===== src/rtl/param_seq_datapath_pkg.sv =====
// Shared ALU op codes, select-vector offsets and sequencer state encoding
// for the bus-based datapath and its iterative multiply/divide unit.
package param_seq_datapath_pkg;

    typedef enum logic [3:0] {
        OP_ADD = 4'd0,
        OP_SUB = 4'd1,
        OP_AND = 4'd2,
        OP_OR  = 4'd3,
        OP_SHR = 4'd4,
        OP_SHL = 4'd5,
        OP_ROR = 4'd6,
        OP_ROL = 4'd7,
        OP_NEG = 4'd8,
        OP_NOT = 4'd9,
        OP_MUL = 4'd10,
        OP_DIV = 4'd11
    } alu_op_e;

    // Offsets above R0..R(NUM_REGS-1) inside in_sel / out_sel.
    localparam int IDX_PC      = 0;
    localparam int IDX_HI      = 1;
    localparam int IDX_LO      = 2;
    localparam int IDX_Y_IN    = 3;
    localparam int IDX_MDR_IN  = 4;
    localparam int IN_EXTRA    = 5;
    localparam int IDX_ZHI_OUT = 3;
    localparam int IDX_ZLO_OUT = 4;
    localparam int IDX_MDR_OUT = 5;
    localparam int OUT_EXTRA   = 6;

    typedef enum logic [1:0] {
        ST_IDLE = 2'd0,
        ST_RUN  = 2'd1,
        ST_FIN  = 2'd2
    } seq_state_e;

    function automatic logic is_single_op(input logic [3:0] op);
        return op <= OP_NOT;
    endfunction

endpackage


===== src/rtl/param_seq_datapath_iter_muldiv.sv =====
// Iterative signed multiply (radix-2 Booth) and divide (restoring on magnitudes)
// sequencer. start must only be raised for a MUL/DIV while idle.
module param_seq_datapath_iter_muldiv
    import param_seq_datapath_pkg::*;
#(
    parameter int DATA_W = 32
) (
    input  logic              Clock,
    input  logic              Clear,
    input  logic              start,
    input  logic [3:0]        op,
    input  logic [DATA_W-1:0] a,
    input  logic [DATA_W-1:0] b,
    output logic              busy,
    output logic              fin,
    output logic [DATA_W-1:0] hi,
    output logic [DATA_W-1:0] lo,
    output logic              div0,
    output seq_state_e        state
);
    localparam int CW = $clog2(DATA_W);

    logic              is_mul;
    logic [CW-1:0]     cnt;
    logic [CW-1:0]     last_cnt;
    logic [DATA_W:0]   acc;
    logic [DATA_W-1:0] q;
    logic [DATA_W-1:0] m;
    logic              q_1;
    logic              a_neg;
    logic              b_neg;
    logic [DATA_W-1:0] mag_a;
    logic [DATA_W-1:0] mag_b;
    logic [DATA_W:0]   m_ext;
    logic [DATA_W:0]   b_sum;
    logic [DATA_W:0]   b_acc;
    logic [DATA_W-1:0] b_q;
    logic [DATA_W:0]   d_shl;
    logic [DATA_W:0]   d_diff;
    logic [DATA_W:0]   d_acc;
    logic [DATA_W-1:0] d_q;

    assign div0  = start && (op == OP_DIV) && (b == '0);
    assign busy  = (state != ST_IDLE);
    assign fin   = (state == ST_FIN);
    assign mag_a = a[DATA_W-1] ? -a : a;
    assign mag_b = b[DATA_W-1] ? -b : b;
    // MUL keeps its final Booth step for FIN; DIV uses FIN for the sign fix.
    assign last_cnt = is_mul ? CW'(1) : '0;

    always_comb begin
        m_ext = {m[DATA_W-1], m};
        case ({q[0], q_1})
            2'b01:   b_sum = acc + m_ext;
            2'b10:   b_sum = acc - m_ext;
            default: b_sum = acc;
        endcase
        b_acc  = {b_sum[DATA_W], b_sum[DATA_W:1]};
        b_q    = {b_sum[0], q[DATA_W-1:1]};
        d_shl  = {acc[DATA_W-1:0], q[DATA_W-1]};
        d_diff = d_shl - {1'b0, m};
        if (d_diff[DATA_W]) begin
            d_acc = d_shl;
            d_q   = {q[DATA_W-2:0], 1'b0};
        end else begin
            d_acc = d_diff;
            d_q   = {q[DATA_W-2:0], 1'b1};
        end
    end

    always_comb begin
        if (is_mul) begin
            hi = b_acc[DATA_W-1:0];
            lo = b_q;
        end else begin
            lo = (a_neg ^ b_neg) ? -q : q;
            hi = a_neg ? -acc[DATA_W-1:0] : acc[DATA_W-1:0];
        end
    end

    always_ff @(posedge Clock or posedge Clear) begin
        if (Clear) begin
            state  <= ST_IDLE;
            cnt    <= '0;
            is_mul <= 1'b0;
            acc    <= '0;
            q      <= '0;
            m      <= '0;
            q_1    <= 1'b0;
            a_neg  <= 1'b0;
            b_neg  <= 1'b0;
        end else begin
            case (state)
                ST_IDLE: begin
                    if (start && !div0) begin
                        is_mul <= (op == OP_MUL);
                        cnt    <= CW'(DATA_W - 1);
                        acc    <= '0;
                        q_1    <= 1'b0;
                        q      <= (op == OP_MUL) ? b : mag_a;
                        m      <= (op == OP_MUL) ? a : mag_b;
                        a_neg  <= a[DATA_W-1];
                        b_neg  <= b[DATA_W-1];
                        state  <= ST_RUN;
                    end
                end
                ST_RUN: begin
                    if (is_mul) begin
                        acc <= b_acc;
                        q   <= b_q;
                        q_1 <= q[0];
                    end else begin
                        acc <= d_acc;
                        q   <= d_q;
                    end
                    cnt <= cnt - CW'(1);
                    if (cnt == last_cnt) state <= ST_FIN;
                end
                default: state <= ST_IDLE;
            endcase
        end
    end

endmodule


===== src/rtl/param_seq_datapath.sv =====
// Shared-bus CPU datapath: general registers, PC/HI/LO/Y/MDR, Z pair written by a
// single-cycle ALU or by the iterative multiply/divide sequencer.
module param_seq_datapath
    import param_seq_datapath_pkg::*;
#(
    parameter int DATA_W    = 32,
    parameter int NUM_REGS  = 16,
    parameter int MULDIV_EN = 1
) (
    input  logic                          Clock,
    input  logic                          Clear,
    input  logic [NUM_REGS+IN_EXTRA-1:0]  in_sel,
    input  logic [NUM_REGS+OUT_EXTRA-1:0] out_sel,
    input  logic                          Read,
    input  logic [DATA_W-1:0]             Mdatain,
    input  logic [3:0]                    alu_op,
    input  logic                          alu_start,
    output logic                          alu_busy,
    output logic                          alu_done,
    output logic                          op_err,
    output logic                          bus_err,
    output logic [DATA_W-1:0]             BusMuxOut,
    output logic [DATA_W-1:0]             MDRdata,
    output seq_state_e                    dbg_state
);
    localparam int OW = NUM_REGS + OUT_EXTRA;
    localparam int SW = $clog2(DATA_W);
    localparam bit MD = (MULDIV_EN != 0);

    logic [DATA_W-1:0] gpr [NUM_REGS];
    logic [DATA_W-1:0] src [OW];
    logic [DATA_W-1:0] pc, hi, lo, y, mdr, zhi, zlo;
    logic [DATA_W-1:0] bus, bus_or, alu_res, md_hi, md_lo;
    logic [SW-1:0]     amt;
    logic [SW:0]       inv_amt;
    logic              accept, single_go, md_go, illegal_go;
    logic              md_busy, md_fin, div0;

    for (genvar g = 0; g < NUM_REGS; g++) begin : g_gpr
        logic [DATA_W-1:0] r;
        always_ff @(posedge Clock or posedge Clear) begin
            if (Clear) r <= '0;
            else if (in_sel[g]) r <= bus;
        end
        assign gpr[g] = r;
    end

    always_ff @(posedge Clock or posedge Clear) begin
        if (Clear) begin
            pc  <= '0;
            hi  <= '0;
            lo  <= '0;
            y   <= '0;
            mdr <= '0;
        end else begin
            if (in_sel[NUM_REGS+IDX_PC])     pc  <= bus;
            if (in_sel[NUM_REGS+IDX_HI])     hi  <= bus;
            if (in_sel[NUM_REGS+IDX_LO])     lo  <= bus;
            if (in_sel[NUM_REGS+IDX_Y_IN])   y   <= bus;
            if (in_sel[NUM_REGS+IDX_MDR_IN]) mdr <= Read ? Mdatain : bus;
        end
    end

    always_comb begin
        for (int i = 0; i < NUM_REGS; i++) src[i] = gpr[i];
        src[NUM_REGS+IDX_PC]      = pc;
        src[NUM_REGS+IDX_HI]      = hi;
        src[NUM_REGS+IDX_LO]      = lo;
        src[NUM_REGS+IDX_ZHI_OUT] = zhi;
        src[NUM_REGS+IDX_ZLO_OUT] = zlo;
        src[NUM_REGS+IDX_MDR_OUT] = mdr;
    end

    // A multi-hot select is a control fault: flag it and keep the bus quiet.
    always_comb begin
        bus_or = '0;
        for (int i = 0; i < OW; i++) if (out_sel[i]) bus_or = bus_or | src[i];
    end
    assign bus_err   = |(out_sel & (out_sel - OW'(1)));
    assign bus       = bus_err ? '0 : bus_or;
    assign BusMuxOut = bus;
    assign MDRdata   = mdr;

    assign amt     = bus[SW-1:0];
    assign inv_amt = (SW+1)'(DATA_W) - {1'b0, amt};

    always_comb begin
        alu_res = '0;
        case (alu_op)
            OP_ADD:  alu_res = y + bus;
            OP_SUB:  alu_res = y - bus;
            OP_AND:  alu_res = y & bus;
            OP_OR:   alu_res = y | bus;
            OP_SHR:  alu_res = y >> amt;
            OP_SHL:  alu_res = y << amt;
            OP_ROR:  alu_res = (y >> amt) | (y << inv_amt);
            OP_ROL:  alu_res = (y << amt) | (y >> inv_amt);
            OP_NEG:  alu_res = -bus;
            OP_NOT:  alu_res = ~bus;
            default: alu_res = '0;
        endcase
    end

    assign accept     = alu_start && !md_busy;
    assign single_go  = accept && is_single_op(alu_op);
    assign md_go      = accept && MD && ((alu_op == OP_MUL) || (alu_op == OP_DIV));
    assign illegal_go = accept && !is_single_op(alu_op) && !md_go;
    assign alu_busy   = md_busy;

    param_seq_datapath_iter_muldiv #(.DATA_W(DATA_W)) u_iter_muldiv (
        .Clock (Clock),
        .Clear (Clear),
        .start (md_go),
        .op    (alu_op),
        .a     (y),
        .b     (bus),
        .busy  (md_busy),
        .fin   (md_fin),
        .hi    (md_hi),
        .lo    (md_lo),
        .div0  (div0),
        .state (dbg_state)
    );

    always_ff @(posedge Clock or posedge Clear) begin
        if (Clear) begin
            zhi      <= '0;
            zlo      <= '0;
            alu_done <= 1'b0;
            op_err   <= 1'b0;
        end else begin
            if (single_go) begin
                zlo <= alu_res;
                zhi <= '0;
            end else if (div0) begin
                zlo <= '1;
                zhi <= y;
            end else if (md_fin) begin
                zhi <= md_hi;
                zlo <= md_lo;
            end
            alu_done <= single_go | div0 | illegal_go | md_fin;
            op_err   <= div0 | illegal_go;
        end
    end

endmodule


===== config.mk =====
export PLATFORM = sky130hd
export DESIGN_NAME = param_seq_datapath
export DESIGN_NICKNAME = d
export VERILOG_FILES = /design/src/rtl/param_seq_datapath_pkg.sv /design/src/rtl/param_seq_datapath_iter_muldiv.sv /design/src/rtl/param_seq_datapath.sv
export SDC_FILE = /design/constraint.sdc
export NUM_CORES = 2
export LEC_CHECK = 0
export ABC_AREA = 1
export CAP_MARGIN = 5
export CELL_PAD_IN_SITES_DETAIL_PLACEMENT = 0
export CELL_PAD_IN_SITES_GLOBAL_PLACEMENT = 1
export CORE_MARGIN = 3
export CORE_UTILIZATION = 38
export DETAILED_ROUTE_END_ITERATION = 10
export GPL_TIMING_DRIVEN = 0
export PLACE_DENSITY = 0.67
export RECOVER_POWER = 50
export SYNTH_ARGS = -nofsm -noshare
export SYNTH_HDL_FRONTEND = slang
export SYNTH_SLANG_ARGS = --single-unit

===== constraint.sdc =====
create_clock -name Clock -period 78 [get_ports Clock]
set_clock_uncertainty 0.05 [all_clocks]
set_input_delay 19.5 -clock Clock [delete_from_list [all_inputs] [get_ports Clock]]
set_output_delay 19.5 -clock Clock [all_outputs]
set_load 0.005 [all_outputs]

Word-level counts from Yosys, hierarchy flattened. Index checks and enable logic that the tools add are counted.

Bits in registers: 846. Input port bits: 83. Output and inout port bits: 70. Logic and storage cells: 183.

Add/subtract/negate cells: 12. Order comparisons: 1. Equality and inequality tests: 19. Shift operators: 4. Muxes and demuxes: 57. Bitwise gates (word level): 32. Reduce and logical (&&, ||, !) cells: 24.

Operators by type and width (number): $mux 32 (40); $or 32x32->32 (24); $pmux 32 s10 (1); $pmux 33 s2 (2); $neg 32->32 (4); $mux 33 (3); $pmux 32 s2 (1); $add 33x33->33 (1); $sub 33x32->33 (1); $sub 33x33->33 (1); $add 32x32->32 (1); $and 32x32->32 (1); $logic_not 32->1 (1); $not 32->32 (1); $shl 32x5->32 (1); $shl 32x6->32 (1); $shr 32x5->32 (1); $shr 32x6->32 (1); $sub 32x32->32 (1); $and 22x22->22 (1); $reduce_or 22->1 (1); $sub 22x1->22 const B (1); $eq 4x3->1 const B (4); $eq 4x4->1 const B (4); other kinds (26) (51).

Longest topological paths before layout.
Depth after elaboration: 50. Depth in mapped cells: 42. Gate-level depth less buffers: 36.

Modules after synthesis. Synthesis repeated with hierarchy kept, for this count alone.

Cell total of the unflattened synthesis: 8788. Area total of the unflattened synthesis: 59130.5 µm².

By module, submodules not included: param_seq_datapath (times used 1, cells each 6083, area each 43813.3 µm², seq. area each 18467.7 µm²); param_seq_datapath_iter_muldiv (times used 1, cells each 2705, area each 15317.2 µm², seq. area each 2702.6 µm²).

Worst setup path after synthesis. No wires, ideal clock.

Kind: input-to-output. Start point: in out_sel[2]. End point: out BusMuxOut[17]. Arrival: 21.303 ns. Data required time: 58.450 ns. Slack: 37.147 ns. Cell stages on the path: 16. Path buffers: 5. Path through: buf_2 -> nor2_4 -> nand2_1 -> nor2_2 -> nand2_1 -> nand2_1 -> nand2_1 -> nor2_1 -> nand3_2 -> nor2_4 -> buf_6 -> buf_12 -> buf_6 -> buf_8 -> nand2_1 -> clkinv_1.

Cells in the longest elaborated chain, start to end: 40. Elaborated cells between the ends (all ways): 43. Those cells by class: add/sub: 1; mux: 21; bitwise: 20; reduce/logical: 1.

RTL lines: start: declaration (line param_seq_datapath.sv:13) `input logic [NUM_REGS+OUT_EXTRA-1:0] out_sel,`; $mux 32 (line param_seq_datapath.sv:77) `for (int i = 0; i < OW; i++) if (out_sel[i]) bus_or = bus_or | src[i];`; $or 32x32->32 (line param_seq_datapath.sv:77); $mux 32 (line param_seq_datapath.sv:77); $or 32x32->32 (line param_seq_datapath.sv:77); $mux 32 (line param_seq_datapath.sv:77); $or 32x32->32 (line param_seq_datapath.sv:77); $mux 32 (line param_seq_datapath.sv:77); $or 32x32->32 (line param_seq_datapath.sv:77); [24 not listed]; $mux 32 (line param_seq_datapath.sv:77); $or 32x32->32 (line param_seq_datapath.sv:77); $mux 32 (line param_seq_datapath.sv:77); $or 32x32->32 (line param_seq_datapath.sv:77); $mux 32 (line param_seq_datapath.sv:77); $or 32x32->32 (line param_seq_datapath.sv:77); $mux 32 (line param_seq_datapath.sv:77); $mux 32 * (line param_seq_datapath.sv:80) `assign bus = bus_err ? '0 : bus_or;`; end: declaration (line param_seq_datapath.sv:22) `output logic [DATA_W-1:0] BusMuxOut,`.

Every way passes the cells marked *; elsewhere a longest branch is shown, timed or not.

Final worst setup path.
Start point: in out_sel[21]. End point: out BusMuxOut[0].

Cells in the longest elaborated chain, start to end: 4. Elaborated cells between the ends (all ways): 5. Those cells by class: add/sub: 1; mux: 2; bitwise: 1; reduce/logical: 1.

RTL lines: $sub 22x1->22 (line param_seq_datapath.sv:79) `assign bus_err = |(out_sel & (out_sel - OW'(1)));`; $and 22x22->22 (line param_seq_datapath.sv:79); $reduce_or 22->1 (line param_seq_datapath.sv:79); $mux 32 * (line param_seq_datapath.sv:80).

Marked as above.

==> impl_metrics.tcl <==
set metrics [dict create \
    synth_cell_type_count 65 \
    clkTransAtPathRegs_ns 0.06 \
    synthFlopType "dfrtp_1" \
    max-cap-violations 12 \
    finalSetupViolations 0 \
    ant_nets 0 \
    slew_headroom_pct -369 \
    drt_iter0_markers 10900 \
    crit_end "BusMuxOut[0]" \
    hp-class "reg -> reg" \
    dr.pass1.iters 8 \
    cts_resized 0 \
    r2r_slack_ns 67.22 \
    synth_common_cells "2373 x nand2_1, 1179 x o21ai_0, 846 x dfrtp_1, 748 x nand3_1, 461 x nor2_1" \
    coreArea_sq_um 145000 \
    synth_edf_count 0 \
    tritoncts "yes" \
    arrival_ns 24.87 \
    setup_tns_ns 0 \
    grtUsageTotal_pct 46.4 \
    worst_pin_slew_ns 7.03 \
    clkLatencyLatePin_ns 0.77 \
    globalRoute.totalOverflow 0 \
    yosys.area.top_type "dfrtp_1" \
    synth_compound_area_share_pct 20.8 \
    antenna_found_initial 29 \
    ir_worst_vdd_mv 0.0210 \
    initial_core_util_pct 38.5 \
    h-tree-depth 3 \
    syn2layout_area_growth_pct 12.8 \
    first_global_vias 59600 \
    synth-simple-area-share_pct 29.5 \
    port_buffers 129 \
    clock_sinks 846 \
    ys_seq_elements 846 \
    critPathMaxFanout 10 \
    dp_hpwl_microns 288000 \
    drive_gt1_share_pct 5.25 \
    cts_buffers 94 \
    cts_max_path_buffers 3 \
    synthAdderAreaFrac_pct 2.67 \
    vias 66000 \
    viasPerCell 6.45 \
    clockRootBuffer "clkbuf_16" \
    cp-start-kind "primary input" \
    die_h_microns 389 \
    final_nets 8444 \
    p_per_area_nw_per_um2 26.2 \
    grt_pass1_wl_microns 492000 \
    crit_required_ns 58.45 \
    synth-xor-area-share_pct 1.70 \
    violations "max-capacitance violations, max-slew violations" \
    hold_viol_final 0 \
    r2r-start "zhi[0]" \
    leakagePower_nw 28.7 \
    crit_start "out_sel[21]" \
    post-cts-setup-buffers 0 \
    syn_area_sq_um 55700 \
    fmax_ghz 0.0225 \
    die-area_sq_um 151000 \
    instances_no_fill 10200 \
    n_fill_cell 15400 \
    synth_top_area_share_pct 38.0 \
    worstRegToRegCells 33 \
    rows 139 \
    status "finished, violations left" \
    placed_cells 10000 \
    gp_congestion 1.11 \
    period_minus_slack_ns 44.42 \
    synthArstFlopShare_pct 100 \
    wire_per_inst_microns 35.5 \
    final-max-slew-violation-count 837 \
    pin_count 153 \
    synthTopCellsByArea "dfrtp_1 38%, nand2_1 16%, o21ai_0 11%, nand3_1 6.7%, a21oi_1 3.2%" \
    post-route-period-util_pct 57.0 \
    ys_warn_count 0 \
    rr_endpoint "zlo[17]" \
    hold_buffers 0 \
    criticalPathCategory "in -> out" \
    crit_path_end_kind "output port" \
    syn-num-nets 8207 \
    synth_most_common_cell "nand2_1" \
    ys_seq_area_share_pct 38.0 \
    grt_max_degree 135 \
    fin_util_pct 43.4 \
    muxShareOfSynthArea_pct 0.0539 \
    avgSynthCellArea_sq_um 6.96 \
    synth_top_family_by_area "simple AND/OR/NAND/NOR gates" \
    die_w_microns 389 \
    hold_path_depth 2 \
    syn_inst 8007 \
    wl_microns 364000 \
    route.detailed.drc 0 \
    rsz0062_at_grt "false" \
]
## per-layer routing
| layer | vias up | GRT usage [%] | wire, microns |
|---|---|---|---|
| li1 | 27600 | - | - |
| met1 | 32400 | 60.0 | 140000 |
| met2 | 4890 | 66.0 | 147000 |
| met3 | 1104 | 14.9 | 46100 |
| met4 | 28 | 31.2 | 30700 |
| met5 | - | 0 | 229 |
## report_power, final
group	internal [W]	switching [W]
logic	0.000176	0.000457
clock network	0.000277	0.000207
registers	0.000474	0.0000540
## cell usage in the layout (no fill, tap or decap), types with 30 or more instances in the layout
master / instances
dfrtp_1: 846
inv_1: 388
nor3_1: 86
clkdlybuf4s50_1: 91
a22o_1: 111
clkinv_1: 30
a31oi_1: 32
dlygate4sd3_1: 38
xor2_1: 99
nand4_1: 85
a21oi_1: 356
o21ai_1: 49
o211ai_1: 93
nand2_1: 2375
nor2_1: 461
nand3_1: 748
or2_2: 34
buf_2: 108
a221oi_1: 56
clkbuf_1: 395
clkbuf_16: 94
ha_1: 114
o21ai_0: 1178
o22ai_1: 44
## state kept, by name, indices dropped and copies added, names as in the netlist
signal	cells
lo	32
zlo	32
u_iter_muldiv.m	32
u_iter_muldiv.b_neg	1
u_iter_muldiv.acc	33
y	32
alu_done	1
hi	32
zhi	32
pc	32
MDRdata	32
g_gpr.r	512
u_iter_muldiv.a_neg	1
u_iter_muldiv.q	32
u_iter_muldiv.q_1	1
u_iter_muldiv.is_mul	1
u_iter_muldiv.state	2
u_iter_muldiv.cnt	5
op_err	1
## critical path, cell delays in order
cell	delay, ns
clkbuf_1	0.29
inv_1	0.62
clkbuf_1	1.01
o21ai_0	0.22
inv_1	0.12
nand4_1	0.09
nor2_1	0.24
nand2_2	0.35
nand3_2	0.44
buf_2	0.34
buf_2	0.61
inv_1	0.41
clkdlybuf4s50_1	0.55
## final cells by class
| cell class | instances | area (sq um) | area share, % |
|---|---|---|---|
| well taps | 1903 | 2380 | 3.79 |
| plain buffers | 544 | 2400 | 3.82 |
| repair buffers | 141 | 1370 | 2.17 |
| flip-flops and latches | 846 | 21200 | 33.7 |
| inverters | 448 | 1680 | 2.68 |
| diodes | 15 | 37.5 | 0.0597 |
| multi-input cells | 6169 | 30500 | 48.5 |
| clock inverters | 37 | 583 | 0.928 |
| clock buffers | 136 | 2750 | 4.38 |
## stage by stage
stage	power [W]	hold WS [ns]	cell area (sq um)	worst slack (ns)
finish	0.00165	0.435	62800	33.58
global placement	0.00113	0.415	59400	23.78
global route	0.00170	0.448	62800	32.87
floorplan	0.000888	0.399	55700	34.68
detailed placement	0.00114	0.421	59600	34.32
CTS	0.00162	0.437	63000	34.33
## worst min path at each step
| stage | from | endpoint | slack (ns) |
|---|---|---|---|
| global placement | lo[12] | lo[12] | 0.42 |
| detailed placement | zlo[20] | zlo[20] | 0.42 |
| floorplan | zlo[30] | zlo[30] | 0.40 |
| finish | g_gpr[12].r[27] | g_gpr[12].r[27] | 0.43 |
| CTS | pc[29] | pc[29] | 0.44 |
| global route | g_gpr[9].r[17] | g_gpr[9].r[17] | 0.45 |
## kinds of logic (layout without fill, tap and decap cells)
kind of cell,count (synthesis),after routing
xor+xnor,107,107
compound gates,2045,2045
buf+inv,992,1306
fa+ha+maj,117,117
other cells,0,15
flops,846,846
simple gates,3897,3897
mux,3,3
Power figures use the tool's default switching activity.
